$ cat config.mk
export PLATFORM = sky130hd
export DESIGN_NAME = spi_target
export DESIGN_NICKNAME = d
export VERILOG_FILES = /design/src/rtl/spi_target.sv
export SDC_FILE = /design/constraint.sdc
export NUM_CORES = 1
export LEC_CHECK = 0
export ABC_AREA = 1
export BUFFER_PORTS_ARGS = -buffer_cell sky130_fd_sc_hd__buf_2
export CAP_MARGIN = 25
export CELL_PAD_IN_SITES_DETAIL_PLACEMENT = 0
export CELL_PAD_IN_SITES_GLOBAL_PLACEMENT = 2
export CORE_UTILIZATION = 38
export CTS_CLUSTER_SIZE = 8
export DETAILED_ROUTE_END_ITERATION = 12
export PLACE_DENSITY = 0.85
export SETUP_SLACK_MARGIN = 0.05
export SYNTH_ARGS = -nofsm -noshare
export SYNTH_HDL_FRONTEND = slang
export SYNTH_SLANG_ARGS = --single-unit
$ cat constraint.sdc
create_clock -name clk_in -period 10.6 [get_ports clk_in]
set_clock_uncertainty 0.2 [all_clocks]
set_input_delay 1.06 -clock clk_in [delete_from_list [all_inputs] [get_ports clk_in]]
set_output_delay 1.06 -clock clk_in [all_outputs]
set_load 0.05 [all_outputs]
$ cat src/rtl/spi_target.sv
// SPI mode-3 responder with every pin oversampled on clk_in. It captures MSB-first
// frames from MOSI and streams back a response word that is snapshotted at CS fall.
module spi_target #(
    parameter int unsigned SIZE      = 40,
    parameter int unsigned CNT_WIDTH = 6
) (
    input  logic            clk_in,
    input  logic            reset_in,
    input  logic            sck_in,
    input  logic            mosi_in,
    input  logic            cs_n_in,
    input  logic [SIZE-1:0] data_in,
    output logic            miso_out,
    output logic            miso_oe_out,
    output logic [SIZE-1:0] r_data_out,
    output logic            r_valid_out,
    output logic            r_busy_out,
    output logic            r_error_out
);

    typedef enum logic [1:0] {IDLE, SHIFT, DONE} state_t;

    state_t                r_state;
    state_t                w_state_nxt;
    logic                  r_sck_meta, r_sck_sync, r_sck_prev;
    logic                  r_cs_meta, r_cs_sync, r_cs_prev;
    logic                  r_mosi_meta, r_mosi_sync;
    logic [1:0]            r_live;
    logic                  r_armed;
    logic [SIZE-1:0]       r_tx, r_rx;
    logic [CNT_WIDTH-1:0]  r_cnt;
    logic                  r_overrun;

    logic                  w_sck_rise, w_sck_fall, w_cs_rise, w_cs_fall;
    logic [SIZE-1:0]       w_tx_nxt, w_rx_nxt, w_data_nxt, w_tx_shifted, w_rx_shifted;
    logic [CNT_WIDTH-1:0]  w_cnt_nxt, w_cnt_inc;
    logic                  w_overrun_nxt, w_miso_nxt, w_oe_nxt, w_valid_nxt;
    logic                  w_busy_nxt, w_error_nxt;

    // Pin synchronisers plus a third copy for edge detection
    always_ff @(posedge clk_in or posedge reset_in) begin
        if (reset_in) begin
            r_sck_meta  <= 1'b1;
            r_sck_sync  <= 1'b1;
            r_sck_prev  <= 1'b1;
            r_cs_meta   <= 1'b1;
            r_cs_sync   <= 1'b1;
            r_cs_prev   <= 1'b1;
            r_mosi_meta <= 1'b0;
            r_mosi_sync <= 1'b0;
            r_live      <= 2'b00;
            r_armed     <= 1'b0;
        end else begin
            r_sck_meta  <= sck_in;
            r_sck_sync  <= r_sck_meta;
            r_sck_prev  <= r_sck_sync;
            r_cs_meta   <= cs_n_in;
            r_cs_sync   <= r_cs_meta;
            r_cs_prev   <= r_cs_sync;
            r_mosi_meta <= mosi_in;
            r_mosi_sync <= r_mosi_meta;
            r_live      <= {r_live[0], 1'b1};
            // Arm only once CS has really been seen high after reset
            r_armed     <= r_armed | (r_live[1] & r_cs_sync);
        end
    end

    assign w_sck_rise   = r_sck_sync & ~r_sck_prev;
    assign w_sck_fall   = ~r_sck_sync & r_sck_prev;
    assign w_cs_rise    = r_cs_sync & ~r_cs_prev;
    assign w_cs_fall    = ~r_cs_sync & r_cs_prev;
    assign w_tx_shifted = r_tx << 1;
    assign w_rx_shifted = (r_rx << 1) | SIZE'(r_mosi_sync);
    assign w_cnt_inc    = r_cnt + CNT_WIDTH'(1);

    always_ff @(posedge clk_in or posedge reset_in) begin
        if (reset_in) r_state <= IDLE;
        else          r_state <= w_state_nxt;
    end

    always_comb begin
        w_state_nxt   = r_state;
        w_tx_nxt      = r_tx;
        w_rx_nxt      = r_rx;
        w_cnt_nxt     = r_cnt;
        w_overrun_nxt = r_overrun;
        w_miso_nxt    = miso_out;
        w_oe_nxt      = miso_oe_out;
        w_data_nxt    = r_data_out;
        w_busy_nxt    = r_busy_out;
        w_valid_nxt   = 1'b0;
        w_error_nxt   = 1'b0;
        case (r_state)
            IDLE: begin
                if (w_cs_fall && r_armed) begin
                    w_tx_nxt      = data_in;
                    w_miso_nxt    = data_in[SIZE-1];
                    w_rx_nxt      = '0;
                    w_cnt_nxt     = '0;
                    w_overrun_nxt = 1'b0;
                    w_oe_nxt      = 1'b1;
                    w_busy_nxt    = 1'b1;
                    w_state_nxt   = SHIFT;
                end
            end
            SHIFT: begin
                if (w_cs_rise) begin
                    w_error_nxt = 1'b1;
                    w_oe_nxt    = 1'b0;
                    w_miso_nxt  = 1'b0;
                    w_busy_nxt  = 1'b0;
                    w_state_nxt = IDLE;
                end else if (w_sck_rise) begin
                    w_rx_nxt  = w_rx_shifted;
                    w_cnt_nxt = w_cnt_inc;
                    if (w_cnt_inc == CNT_WIDTH'(SIZE)) begin
                        w_data_nxt  = w_rx_shifted;
                        w_valid_nxt = 1'b1;
                        w_state_nxt = DONE;
                    end
                end else if (w_sck_fall && r_cnt != '0) begin
                    // Falls before the first sample keep the preloaded MSB
                    w_tx_nxt   = w_tx_shifted;
                    w_miso_nxt = w_tx_shifted[SIZE-1];
                end
            end
            DONE: begin
                if (w_cs_rise) begin
                    w_error_nxt   = r_overrun;
                    w_overrun_nxt = 1'b0;
                    w_oe_nxt      = 1'b0;
                    w_miso_nxt    = 1'b0;
                    w_busy_nxt    = 1'b0;
                    w_state_nxt   = IDLE;
                end else begin
                    if (w_sck_rise) w_overrun_nxt = 1'b1;
                    if (w_sck_fall) begin
                        w_tx_nxt   = w_tx_shifted;
                        w_miso_nxt = w_tx_shifted[SIZE-1];
                    end
                end
            end
            default: w_state_nxt = IDLE;
        endcase
    end

    always_ff @(posedge clk_in or posedge reset_in) begin
        if (reset_in) begin
            r_tx        <= '0;
            r_rx        <= '0;
            r_cnt       <= '0;
            r_overrun   <= 1'b0;
            miso_out    <= 1'b0;
            miso_oe_out <= 1'b0;
            r_data_out  <= '0;
            r_valid_out <= 1'b0;
            r_busy_out  <= 1'b0;
            r_error_out <= 1'b0;
        end else begin
            r_tx        <= w_tx_nxt;
            r_rx        <= w_rx_nxt;
            r_cnt       <= w_cnt_nxt;
            r_overrun   <= w_overrun_nxt;
            miso_out    <= w_miso_nxt;
            miso_oe_out <= w_oe_nxt;
            r_data_out  <= w_data_nxt;
            r_valid_out <= w_valid_nxt;
            r_busy_out  <= w_busy_nxt;
            r_error_out <= w_error_nxt;
        end
    end

endmodule
==> run_results.csv <==
group,metric,value,unit
yosys,synth_flop_cell,"dfrtp_1",
placement,port_buffers,89,
power_and_ir_drop,pwr_density_cell,240,nW/um^2
clock_tree,numCtsBuffers,17,
clock_tree,clk_latency,420,ps
setup_path,slowest_delay,800,ps
die,dieWidth,128,um
yosys,synth-edff-count,0,
timing,tightest_slew,896,ps
clock_tree,htree_levels,4,
setup_path,cp-startpoint,"r_state[1]",
setup_path,reg2reg_depth,8,
clock_tree,root_buffer,"clkbuf_16",
setup_path,cp_slowest_cell,"nand3_2",
timing,setup_tns,0,ps
power_and_ir_drop,seq_power_share,0.397,
clock_tree,cts_tree,"yes",
setup_path,critPathLaunchType,"register",
yosys,synth_most_common_cell,"nand2_1",
timing,period_share,0.337,
clock_tree,cts.sinks,142,
detailed_routing,drc,0,
yosys,netlist_instances,602,
global_route,grt_pass1_wl,20.4,mm
timing,rsz0062_at_grt,"no",
setup_path,cp.arrival,3630,ps
clock_tree,cts.clk_slew.worst_paths,60,ps
yosys,syn_area,6000,um^2
detailed_routing,dr.pass1.iters,4,
detailed_routing,viasPerCell,4.73,
setup_path,required,10660,ps
status,status,"finished clean",
detailed_routing,drt_iter0_markers,165,
setup_path,r2r-end,"r_rx[23]",
power_and_ir_drop,internal_power,1.20,mW
power_and_ir_drop,switching_share,0.306,
yosys,synthArstFlopShare,1.00,
cells_and_area,layout-drive-gt1-share,0.208,
setup_path,crit_family,"simple AND/OR/NAND/NOR gates",
yosys,synth_area_leaders,"dfrtp_1 57%, nand2_1 9.4%, mux2i_1 6.3%, nand3_1 4.4%, o22ai_1 4.4%",
yosys,avgSynthCellArea,9.96,um^2
power_and_ir_drop,p_total,1.72,mW
yosys,post_synth_num_cell_types,29,
global_route,gr-total-overflow,0,
die,num_rows,45,
yosys,ys_ff_latch,142,
timing,finalHoldViolations,0,
die,io_pins,90,
clock_tree,cts_resized,0,
setup_path,end_kind,"register",
timing,slew_headroom,0.403,
cells_and_area,diodes,0,
global_route,grt_max_degree,79,
die,die_h,128,um
power_and_ir_drop,p_leak,3.69,nW
setup_path,rrSetupSlack,7030,ps
yosys,yosys_warnings,0,
timing,slew_viol_final,0,
cells_and_area,area_growth,19.8,%
timing,setup_viol,0,
yosys,ys_seq_area_frac,0.594,
power_and_ir_drop,combPwrFrac,0.233,
placement,dpl.hpwl,7.40,mm
setup_path,setup.worst_path.end,"r_rx[23]",
yosys,synth_common_cells,"150 x nand2_1, 136 x dfrtp_1, 61 x inv_1",
cells_and_area,fin_util,0.469,
detailed_routing,ant_nets,0,
cells_and_area,seq_area,3560,um^2
setup_path,critical_path_class,"reg -> reg",
global_route,grt_pass1_vias,4327,
die,start_util,0.392,
hold_path,min_path_type,"reg -> reg",
power_and_ir_drop,switchingPower,0.528,mW
setup_path,reg2reg_from,"r_state[1]",
die,die_area,16300,um^2
detailed_routing,wl_per_cell,12.9,um
global_route,antenna_found_initial,0,
clock_tree,cts_setup_buffers,0,
detailed_routing,totalWireLength,11.6,mm
detailed_routing,vias,4262,
power_and_ir_drop,p_clk_frac,0.371,
yosys,synth_area_leader_cell,"dfrtp_1",
setup_path,worstPathMaxFanout,45,
cells_and_area,n_fill_cell,1513,
setup_path,cp.depth,8,
timing,fmax,0.280,GHz
setup_path,crit_buf_inv,3,
flow_run,drv_cap,0,
power_and_ir_drop,peakVddDrop,160,uV
setup_path,path_cells,"inv_1 -> ha_1 -> inv_4 -> nor2_8 -> nand3_2 -> o21ai_4 -> buf_16 -> o22ai_1",
clock_tree,hold_buffers,0,
clock_tree,clockBufferDepth,2,
timing,fin_crit,3570,ps
die,core_area,15300,um^2
yosys,synth_top_area_frac,0.567,
placement,gp_congestion,0.780,
cells_and_area,nets,729,
cells_and_area,multi_input_area,1970,um^2
global_route,grt.total_usage,0.157,
yosys,syn_nets,653,
[logic make-up (layout without fill, tap and decap cells)]
family	count (synthesis)	count (layout)	share of synthesized area
adders and majority gates	6	6	0.0125
DFF	142	142	0.594
muxes	38	38	0.0634
other	1	1	0.000625
and+or+nand+nor	219	219	0.159
buffers and inverters	100	189	0.0791
AOI/OAI and AO/OA	96	96	0.0912
[layout by cell type, fill, tap and decap left out]
cell type	instances
nand3_2	3
o22ai_1	42
a21oi_1	3
inv_1	60
inv_2	2
o31ai_1	2
buf_16	1
a21o_1	1
nand2_4	1
clkbuf_16	17
clkinvlp_4	2
nor2_1	4
o21ai_4	1
inv_6	1
clkinv_4	1
ha_2	1
ha_1	5
bufinv_16	4
a211oi_1	1
buf_2	89
dfstp_2	6
nand2_2	1
o21ai_0	43
nand4_1	4
mux2i_1	38
nor2_8	1
o21ai_1	3
clkbuf_8	4
nand2_1	150
inv_4	1
nor3_2	2
clkbuf_1	1
dfrtp_1	136
conb_1	1
clkinv_2	3
buf_4	3
nand3_1	53
[flip-flops by register name (all words and copies together), names as in the netlist, 2 cells and up]
register    flops
r_tx           39
r_state         2
r_live          2
r_rx           39
r_data_out     40
r_cnt           6
[power by group through the flow]
| stage | logic (mW) | registers, mW | clock network, mW |
|---|---|---|---|
| final | 0.401 | 0.684 | 0.639 |
| after global routing | 0.456 | 0.695 | 0.681 |
| after CTS | 0.404 | 0.685 | 0.656 |
| after detailed placement | 0.403 | 0.692 | 0 |
| after global placement | 0.389 | 0.690 | 0 |
| after floorplan | 0.335 | 0.692 | 0 |
[metrics by stage]
stage	cell area, um^2	setup WS [ps]	hold WS [ps]	cells
after global placement	6510	6990	134	869
after detailed placement	6510	6900	138	869
after floorplan	6000	5540	131	602
after CTS	7160	6890	152	901
final	7180	7030	149	902
after global routing	7180	6710	157	902
[area by class of cell]
cell class	count	share of cell area
timing repair buffer	93	0.0690
tap	211	0.0368
clock inverter	10	0.0221
multi-input combinational	360	0.275
sequential	142	0.496
clock buffer	22	0.0674
inverter	64	0.0345
[layer usage]
layer / GRT usage / up-vias / wire [um] / share of wire
li1: - / 2139 / - / -
met1: 0.202 / 2017 / 5620 / 0.48
met3: 0.0440 / 15 / 534 / 0.046
met4: 0.0630 / 0 / 172 / 0.015
met2: 0.251 / 91 / 5280 / 0.45
met5: 0 / - / 0 / 0
[worst min path at each step]
| stage | cells past startpoint | endpoint | from |
|---|---|---|---|
| after global placement | 0 | r_live[1] | r_live[0] |
| final | 0 | r_live[1] | r_live[0] |
| after floorplan | 0 | r_live[1] | r_live[0] |
| after CTS | 0 | r_live[1] | r_live[0] |
| after global routing | 0 | r_live[1] | r_live[0] |
| after detailed placement | 0 | r_live[1] | r_live[0] |
No activity file was read; power rests on OpenSTA's default activity.
